==> config.mk <==
export PLATFORM = sky130hd
export DESIGN_NAME = mm2s_ctrl
export DESIGN_NICKNAME = d
export VERILOG_FILES = /design/src/rtl/mm2s_ctrl.sv
export SDC_FILE = /design/constraint.sdc
export NUM_CORES = 1
export LEC_CHECK = 0
export ABC_AREA = 1
export CAP_MARGIN = 30
export CELL_PAD_IN_SITES_DETAIL_PLACEMENT = 2
export CELL_PAD_IN_SITES_GLOBAL_PLACEMENT = 2
export CORE_MARGIN = 2
export CORE_UTILIZATION = 30
export CTS_BUF_LIST = sky130_fd_sc_hd__clkbuf_4 sky130_fd_sc_hd__clkbuf_8
export DETAILED_ROUTE_END_ITERATION = 7
export MAX_ROUTING_LAYER = met4
export PLACE_DENSITY_LB_ADDON = 0.1
export SLEW_MARGIN = 0
export SYNTH_ARGS = -nofsm -noshare
export SYNTH_HDL_FRONTEND = slang
export SYNTH_SLANG_ARGS = --single-unit
==> constraint.sdc <==
create_clock -name clk -period 4.2 [get_ports clk]
set_input_delay 1.05 -clock clk [delete_from_list [all_inputs] [get_ports clk]]
set_output_delay 1.05 -clock clk [all_outputs]
set_load 0.05 [all_outputs]
==> src/rtl/mm2s_ctrl.sv <==
// MM2S transfer controller: splits a byte-length read command into AXI4 bursts
// that stay inside 4 KB pages, and forwards R beats to AXI-Stream with end-of-transfer tkeep/tlast.
module mm2s_ctrl #(
  parameter int MAX_BURST_BEATS = 16,
  parameter int MAX_OUTSTANDING = 4
) (
  input  logic        clk,
  input  logic        rst_n,
  input  logic        cmd_valid,
  output logic        cmd_ready,
  input  logic [31:0] cmd_addr,
  input  logic [22:0] cmd_len,
  output logic        busy,
  output logic        done,
  output logic        err,
  output logic [31:0] m_axi_araddr,
  output logic [7:0]  m_axi_arlen,
  output logic        m_axi_arvalid,
  input  logic        m_axi_arready,
  input  logic [31:0] m_axi_rdata,
  input  logic        m_axi_rvalid,
  input  logic        m_axi_rlast,
  output logic        m_axi_rready,
  output logic [31:0] m_axis_tdata,
  output logic [3:0]  m_axis_tkeep,
  output logic        m_axis_tvalid,
  output logic        m_axis_tlast,
  input  logic        m_axis_tready
);
  localparam logic [3:0]  OUT_LIM   = 4'(MAX_OUTSTANDING);
  localparam logic [20:0] BURST_LIM = 21'(MAX_BURST_BEATS);

  typedef enum logic [2:0] {S_IDLE, S_CALC, S_ISSUE, S_DRAIN, S_DONE, S_ERR} state_t;

  state_t      state_q, state_d;
  logic        ready_en_q;
  logic [31:0] addr_q, addr_d;
  logic [20:0] beats_left_q, beats_left_d;
  logic [20:0] rx_left_q, rx_left_d;
  logic [3:0]  last_keep_q, last_keep_d;
  logic [8:0]  burst_q, burst_d;
  logic [31:0] araddr_q, araddr_d;
  logic [7:0]  arlen_q, arlen_d;
  logic [3:0]  outst_q, outst_d;

  logic        steer, rx_acc, ar_hs;
  logic [10:0] page_room;
  logic [20:0] bmin, len_beats;

  assign steer     = (state_q == S_CALC) || (state_q == S_ISSUE) || (state_q == S_DRAIN);
  assign rx_acc    = steer && m_axi_rvalid && m_axis_tready;
  assign ar_hs     = m_axi_arvalid && m_axi_arready;
  assign len_beats = cmd_len[22:2] + {20'd0, (cmd_len[1:0] != 2'b00)};
  // addr is word aligned, so the room left in the 4 KB page in beats is exact
  assign page_room = 11'd1024 - {1'b0, addr_q[11:2]};

  assign cmd_ready     = (state_q == S_IDLE) && ready_en_q;
  assign busy          = (state_q != S_IDLE);
  assign done          = (state_q == S_DONE);
  assign err           = (state_q == S_ERR);
  assign m_axi_araddr  = araddr_q;
  assign m_axi_arlen   = arlen_q;
  assign m_axi_arvalid = (state_q == S_ISSUE) && (outst_q < OUT_LIM);
  assign m_axi_rready  = steer && m_axis_tready;
  assign m_axis_tvalid = steer && m_axi_rvalid;
  assign m_axis_tdata  = steer ? m_axi_rdata : 32'd0;
  assign m_axis_tlast  = steer && (rx_left_q == 21'd1);
  assign m_axis_tkeep  = !steer ? 4'h0 : (rx_left_q == 21'd1) ? last_keep_q : 4'hF;

  always_comb begin
    bmin = beats_left_q;
    if (bmin > BURST_LIM) bmin = BURST_LIM;
    if (bmin > {10'd0, page_room}) bmin = {10'd0, page_room};
  end

  always_comb begin
    state_d      = state_q;
    addr_d       = addr_q;
    beats_left_d = beats_left_q;
    rx_left_d    = rx_left_q;
    last_keep_d  = last_keep_q;
    burst_d      = burst_q;
    araddr_d     = araddr_q;
    arlen_d      = arlen_q;
    outst_d      = outst_q;

    if (rx_acc && rx_left_q != 21'd0) rx_left_d = rx_left_q - 21'd1;

    case ({ar_hs, rx_acc && m_axi_rlast})
      2'b10:   outst_d = outst_q + 4'd1;
      2'b01:   outst_d = outst_q - 4'd1;
      default: outst_d = outst_q;
    endcase

    case (state_q)
      S_IDLE: if (cmd_valid && cmd_ready) begin
        if (cmd_len == 23'd0 || cmd_addr[1:0] != 2'b00) begin
          state_d = S_ERR;
        end else begin
          addr_d       = cmd_addr;
          beats_left_d = len_beats;
          rx_left_d    = len_beats;
          case (cmd_len[1:0])
            2'd1:    last_keep_d = 4'b0001;
            2'd2:    last_keep_d = 4'b0011;
            2'd3:    last_keep_d = 4'b0111;
            default: last_keep_d = 4'b1111;
          endcase
          state_d = S_CALC;
        end
      end
      S_CALC: begin
        burst_d  = bmin[8:0];
        araddr_d = addr_q;
        arlen_d  = bmin[7:0] - 8'd1;  // 256 wraps to 0, giving arlen 255
        state_d  = S_ISSUE;
      end
      S_ISSUE: if (ar_hs) begin
        addr_d       = addr_q + {21'd0, burst_q, 2'b00};
        beats_left_d = beats_left_q - {12'd0, burst_q};
        state_d      = (beats_left_d == 21'd0) ? S_DRAIN : S_CALC;
      end
      S_DRAIN: if (rx_left_q == 21'd0 || (rx_acc && rx_left_q == 21'd1)) state_d = S_DONE;
      S_DONE:  state_d = S_IDLE;
      S_ERR:   state_d = S_IDLE;
      default: state_d = S_IDLE;
    endcase
  end

  always_ff @(posedge clk or negedge rst_n) begin
    if (!rst_n) begin
      state_q      <= S_IDLE;
      ready_en_q   <= 1'b0;
      addr_q       <= '0;
      beats_left_q <= '0;
      rx_left_q    <= '0;
      last_keep_q  <= '0;
      burst_q      <= '0;
      araddr_q     <= '0;
      arlen_q      <= '0;
      outst_q      <= '0;
    end else begin
      state_q      <= state_d;
      ready_en_q   <= 1'b1;
      addr_q       <= addr_d;
      beats_left_q <= beats_left_d;
      rx_left_q    <= rx_left_d;
      last_keep_q  <= last_keep_d;
      burst_q      <= burst_d;
      araddr_q     <= araddr_d;
      arlen_q      <= arlen_d;
      outst_q      <= outst_d;
    end
  end
endmodule
==> flow_metrics.py <==
metrics = {
    "yosys": {
        "yosys-top-cells-area": "dfrtp_1 (35%), nand2_1 (13%), inv_1 (8.4%), nor2_1 (6.9%), o21ai_0 (5.7%)",
        "ys_ff_latch": 135,
        "ys_types": 49,
        "ys.flop_type": "dfrtp_1",
        "ys_warn_count": 0,
        "syn_avg_cell_area_sq_um": 6.82,
        "yosysTopAreaCell": "dfrtp_1",
        "synthesis.area_sq_mm": 0.00974,
        "ys_seq_area_share_pct": 34.7,
        "synth.most_common_cell": "nand2_1",
        "ys_top_cells_by_count": "nand2_1 (335), inv_1 (217), nor2_1 (178)",
        "synth_cells": 1428,
        "synth_edf_count": 0,
        "async_reset_ff_share_pct": 100,
        "synth_top_area_share_pct": 34.7,
    },
    "pwr": {
        "powerDensity_mw_per_mm2": 827,
        "cellLeakagePower_nw": 5.82,
        "peakVddDrop_mv": 0.245,
    },
    "global_route": {
        "grt_max_degree": 86,
        "first_global_vias": 11200,
        "antenna_found_initial": 0,
        "grt_util_all_layers_pct": 24.4,
        "grt_pass1_wl_um": 62200,
        "overflow": 0,
    },
    "setup_path": {
        "cp_top_family": "simple AND/OR/NAND/NOR gates",
        "r2r_setup_slack_ns": 0.58,
        "arrival_ns": 2.89,
        "worstReg2RegStart": "addr_q[2]$_DFFE_PN0P_",
        "crit_slowest_cell": "clkdlybuf4s50_1",
        "timing.rr.end": "m_axi_arlen[6]$_DFFE_PN0P_",
        "startpoint": "rx_left_q[8]$_DFF_PN0_",
        "cp_common_cell": "nor2_1",
        "path_class": "reg -> out",
        "ff2ff_path_depth": 20,
        "crit_path_end_kind": "output port",
        "cpPeakStageDelay_ns": 0.82,
        "worstPathRequired_ns": 3.15,
        "critPathBufInv": 2,
        "start_kind": "flop",
        "path_cells": "nor2_1, nand2_1, nor2_1, nand2_1, nor2_1, inv_1, nor2_1, clkdlybuf4s50_1",
        "worstPathMaxFanout": 4,
    },
    "clock_network": {
        "cts_buffers": 17,
        "clkSlewWorstSetupHoldPaths_ns": 0.09,
        "insertion_delay_ns": 0.47,
        "clk_path_buf_depth": 2,
        "cts_tree": "built",
        "cts_resized": 0,
        "htreeDepth": 4,
        "hold_buffers": 0,
        "cts.sinks": 135,
        "cts-root-buf": "clkbuf_8",
        "cts_setup_buffers": 0,
    },
    "final_layout": {
        "drive_above_1_share_pct": 5.14,
        "nets": 1741,
        "seq_area_sq_mm": 0.00338,
        "fill_cells": 3813,
        "syn_to_final_growth_pct": 27.9,
        "multiInputGateArea_sq_mm": 0.00535,
        "diodes": 0,
    },
    "floorplan": {
        "fp.dieArea_sq_mm": 0.0339,
        "ios": 178,
        "row_count": 65,
        "die_h_um": 184,
        "die_w_um": 184,
        "start_util_pct": 30.6,
        "core_area_sq_mm": 0.0318,
    },
    "sta": {
        "setup_violations": 0,
        "fin_crit_ns": 3.94,
        "grt_setup_unrepaired": "no",
        "hold_viol": 0,
        "finalMaxSlewViolations": 0,
        "hold-worst-slack_ns": 0.480,
        "tns_ns": 0,
        "worstMarginPinSlew_ns": 0.947,
        "fin_crit_sh_pct": 93.9,
        "relSlewSlack_pct": 36.8,
        "skew_ns": 0.0162,
        "fmax_mhz": 254,
    },
    "drt": {
        "ant_nets": 0,
        "routed_wl_um": 38800,
        "drt-wirelength-per-cell_um": 19.0,
        "first_pass_iters": 5,
        "drt-vias-per-instance": 5.00,
        "vias": 10300,
        "drc_errors": 0,
        "initialDrtViolationCount": 361,
    },
    "min_path": {
        "hold_path_depth": 1,
        "min_to": "outst_q[0]$_DFFE_PN0P_",
        "hp-start": "outst_q[0]$_DFFE_PN0P_",
        "worst_hold_path_type": "reg -> reg",
    },
    "flow_run": {
        "max_cap_viol_count": 0,
    },
    "run_status": {
        "outcome": "completed",
    },
    "placement": {
        "portBuffers": 177,
        "place_congestion": 0.874,
        "dp_hpwl_um": 30300,
    },
}
layout by cell type, fill, tap and decap left out, drive strengths merged, types with 5 or more instances in the layout:
cell	Yosys	final
a21oi	41	41
a31oi	6	6
buf	13	14
clkbuf	26	18
clkdlybuf4s50	0	176
conb	2	7
dfrtp	135	135
ha	41	41
inv	226	227
nand2	342	342
nand3	93	93
nand3b	5	5
nand4	18	18
nor2	188	188
nor3	31	31
nor4	11	11
o211ai	20	20
o21ai	130	130
o22ai	18	18
or2	6	6
xnor2	13	13
xor2	40	40
cell type report:
type                            count  area share [%]
Clock inverter                     12            1.43
Inverter                          226            6.83
Clock buffer                       18            1.99
Timing Repair Buffer              190            15.3
Multi-Input combinational cell   1033            42.9
Sequential cell                   135            27.1
Tap cell                          435            4.37
how the worst max path moves through the flow:
| stage | end | cells after the start | slack [ns] |
|---|---|---|---|
| after global placement | beats_left_q[19]$_DFFE_PN0P_ | 14 | 0.55 |
| after CTS | m_axis_tlast | 8 | 0.21 |
| after global routing | m_axis_tkeep[3] | 9 | 0.005 |
| after detailed placement | beats_left_q[20]$_DFFE_PN0P_ | 15 | 0.40 |
| after floorplan | m_axi_arlen[6]$_DFFE_PN0P_ | 22 | 1.28 |
| final | m_axis_tlast | 8 | 0.26 |
worst reg2reg max path: stages (launching register included):
cell and delay (ns):
dfrtp_1 0.44, inv_1 0.17, ha_1 0.21, nand3_1 0.14, nor2_1 0.19, nand4_1 0.17, xor2_1 0.25, inv_1 0.07
ha_1 0.29, nand2_1 0.12, nor3_1 0.07, o21ai_1 0.08, nand3_1 0.17, nand2_1 0.24, nand2_1 0.08, o21ai_1 0.14
ha_1 0.22, nand2_1 0.09, nor2_1 0.17, nor2_1 0.07, o21ai_0 0.17
logic make-up after synthesis:
family	share of synthesized area [%]
XOR/XNOR	4.77
adder cells (fa/ha/maj)	5.88
other	0.0771
multiplexers	0.103
buffers and inverters	10.6
AO/OA/AOI/OAI	13.2
flip-flops	34.7
AND/OR/NAND/NOR	30.7
report_power, final:
part	internal (mW)	switching [mW]
Sequential	1.90	0.573
Combinational	2.05	4.51
Clock	0.657	0.603
Total	4.61	5.68
flip-flops by register name (all words and copies together) (netlist names):
register / cells
addr_q: 32
beats_left_q: 21
burst_q: 9
last_keep_q: 4
m_axi_araddr: 32
m_axi_arlen: 8
outst_q: 4
ready_en_q: 1
rx_left_q: 21
state_q: 3
per-layer routing:
metal / vias up / track usage [%] / share of wire [%]
met4: 0 / 5.60 / 1.3
met2: 170 / 40.1 / 48
li1: 4921 / - / -
met1: 5132 / 31.7 / 48
met5: - / - / 0
met3: 32 / 3.73 / 3.4
per-stage QoR:
stage	setup WS (ns)	instances	utilization [%]	power, mW	area, sq um
5_1_grt	0.00465	2049	39.2	11.2	12500
2_1_floorplan	1.28	1433	-	6.81	9760
3_5_place_dp	0.403	2019	37.8	9.06	12000
4_1_cts	0.208	2049	39.2	10.4	12500
3_3_place_gp	0.549	2019	37.8	8.83	12000
6_report	0.256	2049	39.2	10.3	12500
Power figures use the tool's default switching activity.
